==> src/rtl/axi_lite_pkg.sv <==
// Shared AXI4-Lite widths and response codes.
package axi_lite_pkg;

    localparam int ADDR_WIDTH = 32;
    localparam int DATA_WIDTH = 32;

    localparam logic [1:0] RESP_OKAY   = 2'b00;
    localparam logic [1:0] RESP_EXOKAY = 2'b01;
    localparam logic [1:0] RESP_SLVERR = 2'b10;
    localparam logic [1:0] RESP_DECERR = 2'b11;

endpackage

==> src/rtl/axi_lite_if.sv <==
// AXI4-Lite channel bundle with master and slave views.
interface axi_lite_if #(
    parameter int ADDR_WIDTH = axi_lite_pkg::ADDR_WIDTH,
    parameter int DATA_WIDTH = axi_lite_pkg::DATA_WIDTH
);

    logic [ADDR_WIDTH-1:0]   awaddr;
    logic                    awvalid;
    logic                    awready;
    logic [DATA_WIDTH-1:0]   wdata;
    logic [DATA_WIDTH/8-1:0] wstrb;
    logic                    wvalid;
    logic                    wready;
    logic [1:0]              bresp;
    logic                    bvalid;
    logic                    bready;
    logic [ADDR_WIDTH-1:0]   araddr;
    logic                    arvalid;
    logic                    arready;
    logic [DATA_WIDTH-1:0]   rdata;
    logic [1:0]              rresp;
    logic                    rvalid;
    logic                    rready;

    modport master (
        output awaddr, awvalid, wdata, wstrb, wvalid, bready, araddr, arvalid, rready,
        input  awready, wready, bresp, bvalid, arready, rdata, rresp, rvalid
    );

    modport slave (
        input  awaddr, awvalid, wdata, wstrb, wvalid, bready, araddr, arvalid, rready,
        output awready, wready, bresp, bvalid, arready, rdata, rresp, rvalid
    );

endinterface

==> src/rtl/axi_lite_master.sv <==
// Single-outstanding AXI4-Lite master: one command in, one AXI transaction out,
// one response back. The response wait is bounded by a cycle timeout.
module axi_lite_master #(
    parameter int ADDR_WIDTH     = axi_lite_pkg::ADDR_WIDTH,
    parameter int DATA_WIDTH     = axi_lite_pkg::DATA_WIDTH,
    parameter int TIMEOUT_CYCLES = 256
) (
    input  logic                  clk,
    input  logic                  rst,
    input  logic                  cmd_valid,
    output logic                  cmd_ready,
    input  logic                  cmd_write,
    input  logic [ADDR_WIDTH-1:0] cmd_addr,
    input  logic [DATA_WIDTH-1:0] cmd_wdata,
    output logic                  rsp_valid,
    input  logic                  rsp_ready,
    output logic [DATA_WIDTH-1:0] rsp_rdata,
    output logic [1:0]            rsp_resp,
    output logic                  rsp_timeout,
    axi_lite_if.master            m_axi_lite
);

    import axi_lite_pkg::*;

    // A zero limit disables the timeout; keep the counter at least one bit wide.
    localparam bit TIMEOUT_EN = (TIMEOUT_CYCLES > 0);
    localparam int CNT_W      = TIMEOUT_EN ? $clog2(TIMEOUT_CYCLES + 1) : 1;
    // The counter holds the number of wait cycles already completed, so the
    // limit-th wait cycle is the one in which it reads TIMEOUT_CYCLES-1.
    localparam logic [CNT_W-1:0] CNT_LAST = TIMEOUT_EN ? CNT_W'(TIMEOUT_CYCLES - 1) : '0;

    typedef enum logic [2:0] {
        IDLE,
        RD_ADDR,
        RD_DATA,
        WR_ADDR_DATA,
        WR_RESP,
        RSP
    } state_t;

    state_t                state;
    logic [ADDR_WIDTH-1:0] addr_reg;
    logic [DATA_WIDTH-1:0] wdata_reg;
    logic                  arvalid_reg;
    logic                  rready_reg;
    logic                  awvalid_reg;
    logic                  wvalid_reg;
    logic                  bready_reg;
    logic                  aw_done;
    logic                  w_done;
    logic [CNT_W-1:0]      wait_cnt;
    logic                  expired;
    logic                  aw_hs;
    logic                  w_hs;

    assign expired = TIMEOUT_EN && (wait_cnt == CNT_LAST);
    assign aw_hs   = awvalid_reg && m_axi_lite.awready;
    assign w_hs    = wvalid_reg && m_axi_lite.wready;

    assign cmd_ready          = (state == IDLE);
    assign m_axi_lite.araddr  = addr_reg;
    assign m_axi_lite.arvalid = arvalid_reg;
    assign m_axi_lite.rready  = rready_reg;
    assign m_axi_lite.awaddr  = addr_reg;
    assign m_axi_lite.awvalid = awvalid_reg;
    assign m_axi_lite.wdata   = wdata_reg;
    assign m_axi_lite.wstrb   = '1;
    assign m_axi_lite.wvalid  = wvalid_reg;
    assign m_axi_lite.bready  = bready_reg;

    // Transaction sequencer; every valid/ready and response output is a register.
    always_ff @(posedge clk or negedge rst) begin
        if (!rst) begin
            state       <= IDLE;
            addr_reg    <= '0;
            wdata_reg   <= '0;
            arvalid_reg <= 1'b0;
            rready_reg  <= 1'b0;
            awvalid_reg <= 1'b0;
            wvalid_reg  <= 1'b0;
            bready_reg  <= 1'b0;
            aw_done     <= 1'b0;
            w_done      <= 1'b0;
            wait_cnt    <= '0;
            rsp_valid   <= 1'b0;
            rsp_rdata   <= '0;
            rsp_resp    <= RESP_OKAY;
            rsp_timeout <= 1'b0;
        end else begin
            case (state)
                IDLE: begin
                    if (cmd_valid) begin
                        addr_reg  <= cmd_addr;
                        wdata_reg <= cmd_wdata;
                        if (cmd_write) begin
                            awvalid_reg <= 1'b1;
                            wvalid_reg  <= 1'b1;
                            aw_done     <= 1'b0;
                            w_done      <= 1'b0;
                            state       <= WR_ADDR_DATA;
                        end else begin
                            arvalid_reg <= 1'b1;
                            state       <= RD_ADDR;
                        end
                    end
                end
                RD_ADDR: begin
                    // Address phase is never abandoned: valid stays until accepted.
                    if (m_axi_lite.arready) begin
                        arvalid_reg <= 1'b0;
                        rready_reg  <= 1'b1;
                        wait_cnt    <= '0;
                        state       <= RD_DATA;
                    end
                end
                RD_DATA: begin
                    // A handshake in the limit cycle takes priority over the timeout.
                    if (m_axi_lite.rvalid) begin
                        rready_reg  <= 1'b0;
                        rsp_rdata   <= m_axi_lite.rdata;
                        rsp_resp    <= m_axi_lite.rresp;
                        rsp_timeout <= 1'b0;
                        rsp_valid   <= 1'b1;
                        state       <= RSP;
                    end else if (expired) begin
                        rready_reg  <= 1'b0;
                        rsp_rdata   <= '0;
                        rsp_resp    <= RESP_SLVERR;
                        rsp_timeout <= 1'b1;
                        rsp_valid   <= 1'b1;
                        state       <= RSP;
                    end else begin
                        wait_cnt <= wait_cnt + 1'b1;
                    end
                end
                WR_ADDR_DATA: begin
                    if (aw_hs) begin
                        awvalid_reg <= 1'b0;
                        aw_done     <= 1'b1;
                    end
                    if (w_hs) begin
                        wvalid_reg <= 1'b0;
                        w_done     <= 1'b1;
                    end
                    if ((aw_done || aw_hs) && (w_done || w_hs)) begin
                        bready_reg <= 1'b1;
                        wait_cnt   <= '0;
                        state      <= WR_RESP;
                    end
                end
                WR_RESP: begin
                    if (m_axi_lite.bvalid) begin
                        bready_reg  <= 1'b0;
                        rsp_rdata   <= '0;
                        rsp_resp    <= m_axi_lite.bresp;
                        rsp_timeout <= 1'b0;
                        rsp_valid   <= 1'b1;
                        state       <= RSP;
                    end else if (expired) begin
                        bready_reg  <= 1'b0;
                        rsp_rdata   <= '0;
                        rsp_resp    <= RESP_SLVERR;
                        rsp_timeout <= 1'b1;
                        rsp_valid   <= 1'b1;
                        state       <= RSP;
                    end else begin
                        wait_cnt <= wait_cnt + 1'b1;
                    end
                end
                RSP: begin
                    if (rsp_ready) begin
                        rsp_valid <= 1'b0;
                        state     <= IDLE;
                    end
                end
                default: state <= IDLE;
            endcase
        end
    end

endmodule
==> src/flat_wrapper.sv <==
// flat-port wrapper written by rule: the top's interface ports become plain ports
module axi_lite_master_flat import axi_lite_pkg::*;
#(
    parameter int ADDR_WIDTH     = axi_lite_pkg::ADDR_WIDTH,
    parameter int DATA_WIDTH     = axi_lite_pkg::DATA_WIDTH,
    parameter int TIMEOUT_CYCLES = 256
)
  (clk, rst, cmd_valid, cmd_ready, cmd_write, cmd_addr, cmd_wdata, rsp_valid, rsp_ready, rsp_rdata, rsp_resp, rsp_timeout, m_axi_lite_awaddr, m_axi_lite_awvalid, m_axi_lite_wdata, m_axi_lite_wstrb, m_axi_lite_wvalid, m_axi_lite_bready, m_axi_lite_araddr, m_axi_lite_arvalid, m_axi_lite_rready, m_axi_lite_awready, m_axi_lite_wready, m_axi_lite_bresp, m_axi_lite_bvalid, m_axi_lite_arready, m_axi_lite_rdata, m_axi_lite_rresp, m_axi_lite_rvalid);
  axi_lite_if #(.ADDR_WIDTH(ADDR_WIDTH), .DATA_WIDTH(DATA_WIDTH)) m_axi_lite_i ();
  input  logic clk;
  input  logic rst;
  input  logic cmd_valid;
  output logic cmd_ready;
  input  logic cmd_write;
  input  logic [ADDR_WIDTH-1:0] cmd_addr;
  input  logic [DATA_WIDTH-1:0] cmd_wdata;
  output logic rsp_valid;
  input  logic rsp_ready;
  output logic [DATA_WIDTH-1:0] rsp_rdata;
  output logic [1:0] rsp_resp;
  output logic rsp_timeout;
  output wire logic [$bits(m_axi_lite_i.awaddr)-1:0] m_axi_lite_awaddr;
  output wire logic [$bits(m_axi_lite_i.awvalid)-1:0] m_axi_lite_awvalid;
  output wire logic [$bits(m_axi_lite_i.wdata)-1:0] m_axi_lite_wdata;
  output wire logic [$bits(m_axi_lite_i.wstrb)-1:0] m_axi_lite_wstrb;
  output wire logic [$bits(m_axi_lite_i.wvalid)-1:0] m_axi_lite_wvalid;
  output wire logic [$bits(m_axi_lite_i.bready)-1:0] m_axi_lite_bready;
  output wire logic [$bits(m_axi_lite_i.araddr)-1:0] m_axi_lite_araddr;
  output wire logic [$bits(m_axi_lite_i.arvalid)-1:0] m_axi_lite_arvalid;
  output wire logic [$bits(m_axi_lite_i.rready)-1:0] m_axi_lite_rready;
  input wire logic [$bits(m_axi_lite_i.awready)-1:0] m_axi_lite_awready;
  input wire logic [$bits(m_axi_lite_i.wready)-1:0] m_axi_lite_wready;
  input wire logic [$bits(m_axi_lite_i.bresp)-1:0] m_axi_lite_bresp;
  input wire logic [$bits(m_axi_lite_i.bvalid)-1:0] m_axi_lite_bvalid;
  input wire logic [$bits(m_axi_lite_i.arready)-1:0] m_axi_lite_arready;
  input wire logic [$bits(m_axi_lite_i.rdata)-1:0] m_axi_lite_rdata;
  input wire logic [$bits(m_axi_lite_i.rresp)-1:0] m_axi_lite_rresp;
  input wire logic [$bits(m_axi_lite_i.rvalid)-1:0] m_axi_lite_rvalid;
  assign m_axi_lite_awaddr = m_axi_lite_i.awaddr;
  assign m_axi_lite_awvalid = m_axi_lite_i.awvalid;
  assign m_axi_lite_wdata = m_axi_lite_i.wdata;
  assign m_axi_lite_wstrb = m_axi_lite_i.wstrb;
  assign m_axi_lite_wvalid = m_axi_lite_i.wvalid;
  assign m_axi_lite_bready = m_axi_lite_i.bready;
  assign m_axi_lite_araddr = m_axi_lite_i.araddr;
  assign m_axi_lite_arvalid = m_axi_lite_i.arvalid;
  assign m_axi_lite_rready = m_axi_lite_i.rready;
  assign m_axi_lite_i.awready = m_axi_lite_awready;
  assign m_axi_lite_i.wready = m_axi_lite_wready;
  assign m_axi_lite_i.bresp = m_axi_lite_bresp;
  assign m_axi_lite_i.bvalid = m_axi_lite_bvalid;
  assign m_axi_lite_i.arready = m_axi_lite_arready;
  assign m_axi_lite_i.rdata = m_axi_lite_rdata;
  assign m_axi_lite_i.rresp = m_axi_lite_rresp;
  assign m_axi_lite_i.rvalid = m_axi_lite_rvalid;
  axi_lite_master #(.ADDR_WIDTH(ADDR_WIDTH), .DATA_WIDTH(DATA_WIDTH), .TIMEOUT_CYCLES(TIMEOUT_CYCLES)) u_core (.clk(clk), .rst(rst), .cmd_valid(cmd_valid), .cmd_ready(cmd_ready), .cmd_write(cmd_write), .cmd_addr(cmd_addr), .cmd_wdata(cmd_wdata), .rsp_valid(rsp_valid), .rsp_ready(rsp_ready), .rsp_rdata(rsp_rdata), .rsp_resp(rsp_resp), .rsp_timeout(rsp_timeout), .m_axi_lite(m_axi_lite_i));
endmodule
==> config.mk <==
export PLATFORM = sky130hd
export DESIGN_NAME = axi_lite_master_flat
export DESIGN_NICKNAME = d
export VERILOG_FILES = /design/src/rtl/axi_lite_pkg.sv /design/src/rtl/axi_lite_if.sv /design/src/rtl/axi_lite_master.sv /design/src/flat_wrapper.sv
export SDC_FILE = /design/constraint.sdc
export NUM_CORES = 1
export LEC_CHECK = 0
export CAP_MARGIN = 20
export CORE_MARGIN = 8
export CORE_UTILIZATION = 44
export CTS_BUF_LIST = sky130_fd_sc_hd__clkbuf_16
export DETAILED_ROUTE_END_ITERATION = 8
export GPL_ROUTABILITY_DRIVEN = 0
export PLACE_DENSITY = 0.95
export SYNTH_ARGS = -nofsm -noshare
export SYNTH_HDL_FRONTEND = slang
export SYNTH_SLANG_ARGS = --single-unit
==> constraint.sdc <==
create_clock -name clk -period 5 [get_ports clk]
set_clock_uncertainty 0.15 [all_clocks]
set_input_delay 1 -clock clk [delete_from_list [all_inputs] [get_ports clk]]
set_output_delay 1 -clock clk [all_outputs]
set_load 0.02 [all_outputs]
==> impl_metrics.env, run 1 <==
export IMPL_ioPinCount=252
export IMPL_cts_root_buf="clkbuf_16"
export IMPL_syn_to_final_growth_pct=57.8
export IMPL_hold_ws_ps=258
export IMPL_syn_avg_cell_area_um2=13.0
export IMPL_ys_types=48
export IMPL_die_h_um=125
export IMPL_dp_hpwl_um=11500
export IMPL_core_region_area_mm2=0.0115
export IMPL_n_antenna_cell=0
export IMPL_ys_top_cells_by_area="dfrtp_1 57%, mux2_2 14%, buf_4 5.9%"
export IMPL_cp_required_ps=3850
export IMPL_portBuffers=247
export IMPL_path_max_fanout=19
export IMPL_ir_drop_uv=484
export IMPL_wire_per_inst_um=19.8
export IMPL_slew_headroom=0.300
export IMPL_p_per_area_mw_per_mm2=731
export IMPL_synth_ff_type="dfrtp_1"
export IMPL_p_leak_nw=3.53
export IMPL_overflow=0
export IMPL_ys_ff_latch=119
export IMPL_die_x_um=125
export IMPL_clock_sinks=119
export IMPL_vias=4019
export IMPL_grt_pass1_vias=4454
export IMPL_path_class="flop to primary output"
export IMPL_rsz0062_at_grt="false"
export IMPL_totalWireLength_um=15200
export IMPL_drive_gt1_frac=0.180
export IMPL_multi_input_area_mm2=0.00182
export IMPL_htreeDepth=4
export IMPL_drtPass1Iterations=4
export IMPL_drcViolationCount=0
export IMPL_finalHoldViolCount=0
export IMPL_rows=39
export IMPL_cp_start_kind="flop"
export IMPL_synth_area_mm2=0.00519
export IMPL_antenna_found_initial=0
export IMPL_post_dp_cell_area_mm2=0.00751
export IMPL_final_seq_area_mm2=0.00298
export IMPL_vias_per_cell=5.21
export IMPL_stdcell_count=771
export IMPL_synthArstFlopShare=1.00
export IMPL_crit_arrival_ps=1930
export IMPL_cts_setup_buffers=0
export IMPL_cts_buffers=17
export IMPL_dieArea_mm2=0.0155
export IMPL_clkLatencyLatePin_ps=400
export IMPL_fmax_ghz=0.325
export IMPL_yosysTopAreaCellShare=0.574
export IMPL_ant_nets=0
export IMPL_status="complete, no violations"
export IMPL_drv_max_cap_violation_count=0
export IMPL_period_share=0.616
export IMPL_hold_class="input port to asynchronous set/reset pin"
export IMPL_grt_usage=0.197
export IMPL_setup_tns_ps=0
export IMPL_worst_slew_pin_transition_ps=1050
export IMPL_setup_violations_final=0
export IMPL_cts_resized=0
export IMPL_end_kind="primary output"
export IMPL_yosys_warnings=0
export IMPL_synth_edf_count=0
export IMPL_yosysTopAreaCell="dfrtp_1"
export IMPL_grt_max_degree=58
export IMPL_drt_iter0_drc=293
export IMPL_fill_cells=769
export IMPL_grt_first_pass_wirelength_um=24500
export IMPL_placedCellCount=738
export IMPL_cts_clk_slew_worst_paths_ps=50
export IMPL_fin_crit_ps=3080
export IMPL_nets=727
export IMPL_power_mw=5.98
export IMPL_design_area_mm2=0.00818
export IMPL_syn_inst=399
export IMPL_cts_hold_buf=0
export IMPL_cts_tree="yes"
export IMPL_cts_buffer_depth=2
export IMPL_ys_seq_area_frac=0.574
export IMPL_slew_violations=0
export IMPL_initial_core_util=0.452
power by group:
group | switching, mW | internal, mW
registers | 0.334 | 1.41
clock network | 0.431 | 0.929
logic | 1.41 | 1.47
worst max-delay path: stages, from the launching register on:
cell and delay [ps]:
dfrtp_1 620, nor3_1 270, clkdlybuf4s50_1 640
final cells by class:
type	instances	area share
flip-flops and latches	119	0.364
repair buffers	253	0.308
multi-input cells	219	0.223
clock buffers	17	0.0520
clock inverters	15	0.0287
well taps	143	0.0219
inverters	5	0.00229
per-stage QoR:
stage | utilization | worst slack [ps]
2_1_floorplan | - | 2440
3_3_place_gp | 0.655 | 1710
3_5_place_dp | 0.655 | 1610
4_1_cts | 0.712 | 1890
5_1_grt | 0.714 | 1800
6_report | 0.714 | 1920
path summary, 6_finish.rpt:
kind                                           startpoint  slack (ps)                                 endpoint  cells after the start
setup / recovery              u_core.state[1]$_DFFE_PN0P_        1920                                cmd_ready                      2
setup reg to reg           u_core.wait_cnt[1]$_DFFE_PN0P_        2060           u_core.rsp_resp[0]$_DFFE_PN0P_                      7
hold / removal                                        rst         260  u_core.m_axi_lite.araddr[3]$_DFFE_PN0P_                      1
min in group clk                u_core.w_done$_DFFE_PN0P_         350                u_core.w_done$_DFFE_PN0P_                      1
hold reg to reg                 u_core.w_done$_DFFE_PN0P_         350                u_core.w_done$_DFFE_PN0P_                      1
max in group asynchronous                             rst        3540          u_core.rsp_rdata[1]$_DFFE_PN0P_                      2
layer usage:
layer  routed length (um)  vias up  GRT usage
met5                    0        -          0
met4                  302        0     0.0815
met3                 1370       23     0.0791
met2                 7220      219      0.318
met1                 6350     1932      0.228
li1                     -     1845          -
synth_stat cells (all sizes together) (3+ instances only):
master,instances
nand3,5
a211o,6
a22o,34
nand2,18
and3,5
clkbuf,9
nor3,9
a21o,3
nor2,8
o21ai,10
a21oi,13
mux2,65
dfrtp,119
inv,5
nand3b,3
buf,50
mux2i,3
and2,3
o211a,3
layout by cell type, fill, tap and decap left out, types with 5 or more instances in the layout:
cell	synthesis	final
a211o_1	6	6
a21oi_1	12	12
a22o_1	34	34
and3_1	5	5
buf_4	41	6
bufinv_16	0	6
clkbuf_16	0	17
clkdlybuf4s50_1	0	246
dfrtp_1	119	119
inv_1	4	6
mux2_2	65	65
nand2_1	18	18
nand3_1	5	5
nor2_1	7	7
nor3_1	7	7
o21ai_0	10	10
logic make-up (layout without fill, tap and decap cells):
kind of cell,Yosys count,count (layout),share of synthesized area
xor gates and xnor gates,1,1,0.00314
other,1,4,0.000723
AOI/OAI and AO/OA,82,82,0.122
buffers and inverters,64,290,0.0791
muxes,68,68,0.147
and+or+nand+nor,62,62,0.0692
DFF,119,119,0.574
adders and majority gates,2,2,0.00482
Power figures use the tool's default switching activity.
==> inputs of run 2 (changes only) <==
Settings changed: CORE_UTILIZATION 44 to 41, PLACE_DENSITY 0.95 to 0.91.
Clock period 5 ns to 2.9 ns, I/O delays scaled along.
==> impl_metrics.env, run 2 (synthesis gave the netlist of run 1 again) <==
export IMPL_core_region_area_mm2=0.0125
export IMPL_r2r_start="u_core.wait_cnt[0]$_DFFE_PN0P_"
export IMPL_cts_tree="yes"
export IMPL_n_antenna_cell=0
export IMPL_setup_tns_ps=0
export IMPL_ir_drop_uv=577
export IMPL_initial_core_util=0.416
export IMPL_rr_worst_depth=8
export IMPL_design_area_mm2=0.00817
export IMPL_portBuffers=247
export IMPL_totalWireLength_um=15400
export IMPL_cts_buffer_depth=2
export IMPL_die_x_um=128
export IMPL_internal_power_mw=6.17
export IMPL_cp_start_kind="flop"
export IMPL_dieArea_mm2=0.0165
export IMPL_nets=730
export IMPL_slew_headroom=0.556
export IMPL_swShare=0.384
export IMPL_period_share=0.958
export IMPL_ioPinCount=252
export IMPL_final_cell_mix="246 x clkdlybuf4s50_1, 119 x dfrtp_1, 65 x mux2_2"
export IMPL_finalHoldViolCount=0
export IMPL_clockPowerShare=0.200
export IMPL_crit_end="cmd_ready"
export IMPL_seq_power_share=0.298
export IMPL_fmax_ghz=0.360
export IMPL_r2r_setup_slack_ps=270
export IMPL_cp_required_ps=2170
export IMPL_comb_power_share=0.501
export IMPL_drtPass1Iterations=4
export IMPL_p_leak_nw=3.49
export IMPL_htreeDepth=4
export IMPL_syn_to_final_growth_pct=57.5
export IMPL_cts_setup_buffers=0
export IMPL_hold_ws_ps=47.5
export IMPL_overflow=0
export IMPL_post_dp_cell_area_mm2=0.00760
export IMPL_power_switching_mw=3.84
export IMPL_wire_per_inst_um=19.2
export IMPL_ant_nets=0
export IMPL_final_common_cell="clkdlybuf4s50_1"
export IMPL_drcViolationCount=0
export IMPL_antenna_found_initial=0
export IMPL_setup_violations_final=0
export IMPL_drive_gt1_frac=0.189
export IMPL_fill_cells=926
export IMPL_die_h_um=128
export IMPL_cts_hold_buf=0
export IMPL_grt_pass1_vias=4315
export IMPL_fin_util=0.655
export IMPL_rows=41
export IMPL_clock_sinks=119
export IMPL_grt_usage=0.184
export IMPL_rsz0062_at_grt="false"
export IMPL_end_kind="primary output"
export IMPL_r2r_end="u_core.wait_cnt[7]$_DFFE_PN0P_"
export IMPL_path_class="flop to primary output"
export IMPL_worst_slew_pin_transition_ps=666
export IMPL_cts_buffers=17
export IMPL_slew_violations=0
export IMPL_drt_iter0_drc=304
export IMPL_hold_class="input port to asynchronous set/reset pin"
export IMPL_clkLatencyLatePin_ps=410
export IMPL_status="complete, no violations"
export IMPL_cts_root_buf="clkbuf_16"
export IMPL_cp_startpoint="u_core.state[1]$_DFFE_PN0P_"
export IMPL_dp_hpwl_um=11700
export IMPL_grt_max_degree=51
export IMPL_path_max_fanout=19
export IMPL_crit_arrival_ps=2050
export IMPL_grt_first_pass_wirelength_um=23900
export IMPL_cts_clk_slew_worst_paths_ps=60
export IMPL_vias=4080
export IMPL_cts_resized=0
export IMPL_fin_crit_ps=2780
export IMPL_vias_per_cell=5.08
export IMPL_drv_max_cap_violation_count=0
export IMPL_power_mw=10.0
export IMPL_p_per_area_mw_per_mm2=1230
==> run 2: cell count changes in the layout (fill, tap and decap cells not counted) <==
cell / before / now
inv_1: 6 / 4
buf_12: 0 / 2
inv_6: 0 / 6
bufinv_16: 6 / 1
clkinv_4: 4 / 2
buf_4: 6 / 8
clkinvlp_4: 0 / 3
buf_8: 1 / 0
clkinv_1: 2 / 1
inv_8: 0 / 1
==> run 2: layer usage <==
metal	vias to the layer above	track usage	share of wire
met5	-	0	0
met4	0	0.0476	0.0073
met3	12	0.0679	0.096
met2	195	0.317	0.49
met1	2015	0.213	0.40
li1	1858	-	-
==> run 2: power by group through the flow <==
stage,clock (mW),combinational [mW],sequential [mW]
after floorplan,0,2.11,3.72
after global placement,0,4.95,2.93
after detailed placement,0,5.07,2.99
after CTS,2.05,5.09,2.99
after global routing,2.14,5.29,3.08
final,2.01,5.02,2.98
==> run 2: through the flow <==
step,std cells,setup WS (ps)
after global routing,803,38.5
final,803,122
after global placement,771,382
after floorplan,402,466
after CTS,803,94.1
after detailed placement,771,288
==> run 2: final cells by class <==
| cell class | count | area (um2) | area share |
|---|---|---|---|
| repair buffers | 256 | 2560 | 0.314 |
| clock inverters | 15 | 143 | 0.0175 |
| flip-flops and latches | 119 | 2980 | 0.365 |
| multi-input cells | 219 | 1820 | 0.223 |
| well taps | 172 | 215 | 0.0264 |
| inverters | 5 | 18.8 | 0.00230 |
| clock buffers | 17 | 425 | 0.0521 |
==> run 2: worst min-delay path by stage <==
stage                                         start                                       end  depth (start not counted)
after floorplan                                 rst                u_core.aw_done$_DFFE_PN0P_                          0
after global placement    u_core.w_done$_DFFE_PN0P_                 u_core.w_done$_DFFE_PN0P_                          1
after detailed placement  u_core.w_done$_DFFE_PN0P_                 u_core.w_done$_DFFE_PN0P_                          1
after CTS                                       rst  u_core.m_axi_lite.araddr[31]$_DFFE_PN0P_                          1
after global routing                            rst           u_core.rsp_rdata[7]$_DFFE_PN0P_                          1
final                                           rst           u_core.rsp_rdata[4]$_DFFE_PN0P_                          1
==> run 2: critical path, stage by stage, from the launching register on <==
cell and delay [ps]:
dfrtp_1 620, nor3_1 320, clkdlybuf4s50_1 690
